[config.mk]
export PLATFORM = sky130hd
export DESIGN_NAME = bcd_converter
export DESIGN_NICKNAME = d
export VERILOG_FILES = /design/src/rtl/bcd_converter.sv
export SDC_FILE = /design/constraint.sdc
export NUM_CORES = 1
export LEC_CHECK = 0
export ABC_AREA = 1
export CAP_MARGIN = 20
export CELL_PAD_IN_SITES_DETAIL_PLACEMENT = 1
export CELL_PAD_IN_SITES_GLOBAL_PLACEMENT = 2
export CORE_UTILIZATION = 32
export CTS_BUF_LIST = sky130_fd_sc_hd__clkbuf_8
export DETAILED_ROUTE_END_ITERATION = 10
export PLACE_DENSITY = 0.82
export SETUP_SLACK_MARGIN = 0.15
export SLEW_MARGIN = 20
export SYNTH_ARGS = -nofsm -noshare
export SYNTH_HDL_FRONTEND = slang
export SYNTH_SLANG_ARGS = --single-unit
[constraint.sdc]
create_clock -name clk -period 1.69 [get_ports clk]
set_input_delay 0.338 -clock clk [delete_from_list [all_inputs] [get_ports clk]]
set_output_delay 0.338 -clock clk [all_outputs]
set_load 0.005 [all_outputs]
[src/rtl/bcd_converter.sv]
// Free-running 4-bit binary to 2-digit BCD converter using sequential double dabble.
// One conversion every 6 clocks: LOAD, four SHIFT steps, DONE (result published).
module bcd_converter (
  input  logic       clk,
  input  logic       rst,
  input  logic [3:0] bin_in,
  output logic [7:0] bcd_out,
  output logic [1:0] state_o
);

  typedef enum logic [1:0] {
    LOAD  = 2'd0,
    SHIFT = 2'd1,
    DONE  = 2'd2
  } state_e;

  state_e      state_q, state_d;
  logic [1:0]  cnt_q, cnt_d;
  logic [3:0]  bin, bin_d;
  logic [7:0]  bcd, bcd_d;
  logic [7:0]  bcd_out_d;
  logic [7:0]  bcd_adj;

  // Add-3 correction per nibble, evaluated independently before the shift.
  always_comb begin
    bcd_adj = bcd;
    if (bcd[3:0] >= 4'd5) bcd_adj[3:0] = bcd[3:0] + 4'd3;
    if (bcd[7:4] >= 4'd5) bcd_adj[7:4] = bcd[7:4] + 4'd3;
  end

  always_comb begin
    state_d   = state_q;
    cnt_d     = cnt_q;
    bin_d     = bin;
    bcd_d     = bcd;
    bcd_out_d = bcd_out;
    case (state_q)
      LOAD: begin
        bin_d   = bin_in;
        bcd_d   = 8'h00;
        cnt_d   = 2'd0;
        state_d = SHIFT;
      end
      SHIFT: begin
        {bcd_d, bin_d} = {bcd_adj[6:0], bin, 1'b0};
        cnt_d          = cnt_q + 2'd1;
        if (cnt_q == 2'd3) state_d = DONE;
      end
      DONE: begin
        bcd_out_d = bcd;
        state_d   = LOAD;
      end
      default: state_d = LOAD;
    endcase
  end

  always_ff @(posedge clk) begin
    if (rst) begin
      state_q <= LOAD;
      cnt_q   <= 2'd0;
      bin     <= 4'h0;
      bcd     <= 8'h00;
      bcd_out <= 8'h00;
    end else begin
      state_q <= state_d;
      cnt_q   <= cnt_d;
      bin     <= bin_d;
      bcd     <= bcd_d;
      bcd_out <= bcd_out_d;
    end
  end

  assign state_o = state_q;

endmodule

# Word-level counts from Yosys, hierarchy flattened
# Index checks and enable logic that the tools add are counted.
dict set report op_classes {
  add_sub_neg 3
  n_lt_le_gt_ge 2
  n_eq_ne 4
  n_mux 7
  reduce_logical 2
}
# op n
set op_table {}
lappend op_table {{$pmux W8 S2} 1}
lappend op_table {{$ge A4 B3 Y1 const B} 2}
lappend op_table {{$pmux W2 S2} 2}
lappend op_table {{$pmux W4 S2} 1}
lappend op_table {{$add A4 B2 Y4 const B} 1}
lappend op_table {{$eq A2 B2 Y1 const B} 2}
lappend op_table {{$mux W4} 1}
lappend op_table {{$add A3 B2 Y3 const B} 1}
lappend op_table {{$mux W3} 1}
lappend op_table {{$add A2 B1 Y2 const B} 1}
lappend op_table {{$eq A2 B1 Y1 const B} 1}
lappend op_table {{$logic_not A2 Y1} 1}
lappend op_table {{$mux W2} 1}
lappend op_table {{$ne A2 B2 Y1 const B} 1}
lappend op_table {{$reduce_bool A2 Y1} 1}
dict set report word_totals {
  ff_bits 24
  output_inout_bits 10
}

# Logic depth before layout (Yosys ltp)
dict set report depth {
  depth_word 3
  ltp_mapped 9
  depth_no_buf 9
}

# Least setup slack after synthesis
# No wires, ideal clock.
dict set report synth_timing {
  path_type {flip-flop to flip-flop}
  start {register bcd[0]}
  end {register bcd[4]}
  setup_ns 0.064
  arrival_time_ns 1.110
  required_time_ns 1.626
  path_slack_ns 0.517
  path_stages_with_launch 10
  synth_period_minus_slack_ns 1.173
  cell_sequence {dfxtp_1 inv_1 ha_1 inv_1 nand2_1 nand3_1 nand2_1 nor2_1 nor2_1 nor2_1}
}
dict set report synth_between {
  elab_chain_len 3
}
# element line
set synth_lines {}
lappend synth_lines {{from (decl)} 20} ;# logic [7:0] bcd, bcd_d;
lappend synth_lines {{from (signal assigned)} 62} ;# bcd <= 8'h00;
lappend synth_lines {{from (signal assigned)} 68} ;# bcd <= bcd_d;
lappend synth_lines {{$add A4 B2 Y4 or $ge A4 B3 Y1 (tied branches)} 27} ;# if (bcd[3:0] >= 4'd5) bcd_adj[3:0] = bcd[3:0] + 4'd3;
lappend synth_lines {{$mux W4 (*)} 27}
lappend synth_lines {{$pmux W8 S2 (*)} 37} ;# case (state_q)
# Mark *: on every way between the ends. The rest lies on a longest branch, timed or not.
# A chain may end at the register's enable or synchronous reset.

# Final worst setup path
dict set report layout_timing {
  start {register state_q[0], in the netlist state_o[0]}
  end {output state_o[0]}
}
# element line
set layout_rtl {}
lappend layout_rtl {{from (decl)} 17} ;# state_e state_q, state_d;
lappend layout_rtl {{from (signal assigned)} 65} ;# state_q <= state_d;
lappend layout_rtl {{to (decl)} 8} ;# output logic [1:0] state_o
# No word-level cell between the ends.

==> flow_summary.yaml <==
power_and_ir_drop:
  p_int_w: 0.000927
  irDropWorstVdd_mv: 0.464
  comb_power_share: 0.062
  clockPowerShare: 0.435
  totalPowerFinal_w: 0.00116
  p_seq_frac: 0.503
  power.switching_w: 0.000233
  p_leak_nw: 0.559
  pwr_density_cell_mw_per_mm2: 827
  switching_share: 0.201
clock_tree:
  cts_tree: "yes"
  cts_max_level: 1
  root_buffer: "clkbuf_8"
  clock_latency_ps: 270
  cts_sinks: 24
  holdBufCountCts: 0
  post_cts.repair.setup_buffers: 0
  cts_buffers: 3
  clock_path_buffers: 2
  path_clk_slew_ps: 90
min_path:
  hp-class: "reg -> reg"
global_routing:
  grt_max_degree: 20
  grt_pass1_vias: 972
  antenna_found_initial: 0
  grt_usage: 0.158
  grt_overflow_total: 0
  grt_pass1_wl_um: 4370
synthesis:
  avgSynthCellArea_um2: 7.90
  yosysWarnings: 0
  ys_seq_area_frac: 0.431
  synth_area_leader_cell: "dfxtp_1"
  synth_top_area_share: 0.431
  ys_top_cells_by_area: "dfxtp_1 43%, nand2_1 11%, a211oi_2 9.0%, inv_1 6.1%, ha_1 5.6%"
  synth_fp_nets: 152
  ys_ff_latch: 24
  syn_inst: 141
  synthDistinctLibCells: 18
  syn_area_mm2: 0.00111
sta:
  rsz0062_at_grt: "false"
  clock_skew_ps: 1.55
  hold_viol_final: 0
  slew-limit-headroom: 0.828
  fmax_mhz: 673
  worst_pin_slew_ps: 256
  fin_hold_ws_ps: 462
  finalSetupViolCount: 0
  final.min_clock_period_ps: 1490
  finalCritPeriodShare: 0.880
  maxSlewViolCount: 0
  fin_setup_tns_ps: 0
routing:
  drc: 0
  wl_um: 2540
  drt-initial-drc-count: 35
  vias: 970
  drt-wirelength-per-cell_um: 12.4
  drtAntennaViolNets: 0
  viasPerCell: 4.73
  dr.pass1.iters: 4
setup_path:
  crit_arrival_ps: 1150
  slowest_delay_ps: 520
  endpoint_kind: "output pin"
  worstPathRequired_ps: 1350
  cpLargestDelayFamily: "buffers and inverters"
  crit_chain: "clkdlybuf4s50_1"
  critPathBufInv: 1
  worstSetupPathType: "reg -> out"
  cpMaxStageDelayCell: "clkdlybuf4s50_1"
  cp_max_fo: 3
  start_kind: "register"
flow_run:
  max-cap-violations: 0
floorplan:
  row_count: 21
  die_x_um: 61.0
  die-area_mm2: 0.00372
  core_mm2: 0.00334
  initial_core_util: 0.334
  ios: 16
  die_h_um: 61.0
cells_and_area:
  utilization: 0.420
  final_area_mm2: 0.00140
  drive_above_1_share: 0.132
  antenna_cells: 0
  layout_commonest_cell: "nand2_1"
  final_cell_mix: "33 x nand2_1, 23 x dfxtp_1, 18 x inv_1"
  area_growth_pct: 26.0
  layout.nets: 171
status:
  outcome: "completed"
place:
  place_hpwl_um: 1920
  portBuffers: 15
  place_congestion: 0.726
  place_area_mm2: 0.00133
cell families (layout without fill, tap and decap cells):
| group | after synthesis | in the layout | synth area share |
|---|---|---|---|
| and+or+nand+nor | 63 | 63 | 0.238 |
| AOI/OAI and AO/OA | 25 | 25 | 0.179 |
| DFF | 24 | 24 | 0.431 |
| buffers and inverters | 24 | 42 | 0.0955 |
| adders and majority gates | 5 | 5 | 0.0562 |
state kept, by name, summed over array words and instances (netlist names):
register and flops:
cnt_q 2, bin 4, bcd_out 8, bcd 8, state_o 2
power groups by stage:
stage,Clock [W],Combinational (W),Sequential [W]
5_1_grt,0.000556,0.0000810,0.000585
4_1_cts,0.000526,0.0000745,0.000584
3_3_place_gp,0,0.0000708,0.000596
6_report,0.000504,0.0000725,0.000583
2_1_floorplan,0,0.0000404,0.000595
3_5_place_dp,0,0.0000738,0.000597
cells in the mapped netlist, drive strengths merged:
library cell,number
o211ai,3
o21ai,3
dfxtp,24
ha,5
a22oi,1
buf,5
a21oi,9
clkinv,1
nand3,9
nor2,17
nand2,33
o32ai,1
inv,18
nand4,4
a211oi,8
final cells by class:
| cell class | instances | area, µm² |
|---|---|---|
| Tap cell | 46 | 57.6 |
| Timing Repair Buffer | 19 | 193 |
| Multi-Input combinational cell | 93 | 527 |
| Clock inverter | 1 | 30.0 |
| Fill cell | 419 | 1930 |
| Sequential cell | 24 | 482 |
| Inverter | 19 | 72.6 |
| Clock buffer | 3 | 41.3 |
stage by stage:
| step | cells | worst slack [ps] |
|---|---|---|
| after floorplan | 141 | 517 |
| after global placement | 201 | 367 |
| after detailed placement | 201 | 329 |
| after CTS | 205 | 190 |
| after global routing | 205 | 152 |
| final | 205 | 203 |
path summary, 6_finish.rpt:
kind / startpoint / end / slack (ps) / cells after the start
worst max-delay path: state_o[0]$_SDFFE_PP0P_ / state_o[0] / 200 / 1
worst min-delay path: bcd[5]$_SDFFE_PP0P_ / bcd[5]$_SDFFE_PP0P_ / 460 / 2
worst max register to register: bcd[0]$_SDFFE_PP0P_ / bcd[4]$_SDFFE_PP0P_ / 320 / 9
worst min register to register: bcd[5]$_SDFFE_PP0P_ / bcd[5]$_SDFFE_PP0P_ / 460 / 2
tightest hold or removal path: cells and delay by family (launching register included):
family / cells / cell delay [ps]
DFF: 1 / 320
AOI/OAI and AO/OA: 1 / 50
and+or+nand+nor: 1 / 50
layer usage:
| layer | track usage | wire length (µm) |
|---|---|---|
| met3 | 0.0256 | 61 |
| met2 | 0.275 | 1260 |
| met5 | 0 | 0 |
| met4 | 0.0390 | 21 |
| met1 | 0.203 | 1190 |
what timing repair did:
item | 4_1_cts | 5_1_grt
setup endpoints to repair | 1 | 0
endpoints found under the hold margin | 0 | 0
gates resized for setup | 1 | 0
Power figures use the tool's default switching activity.
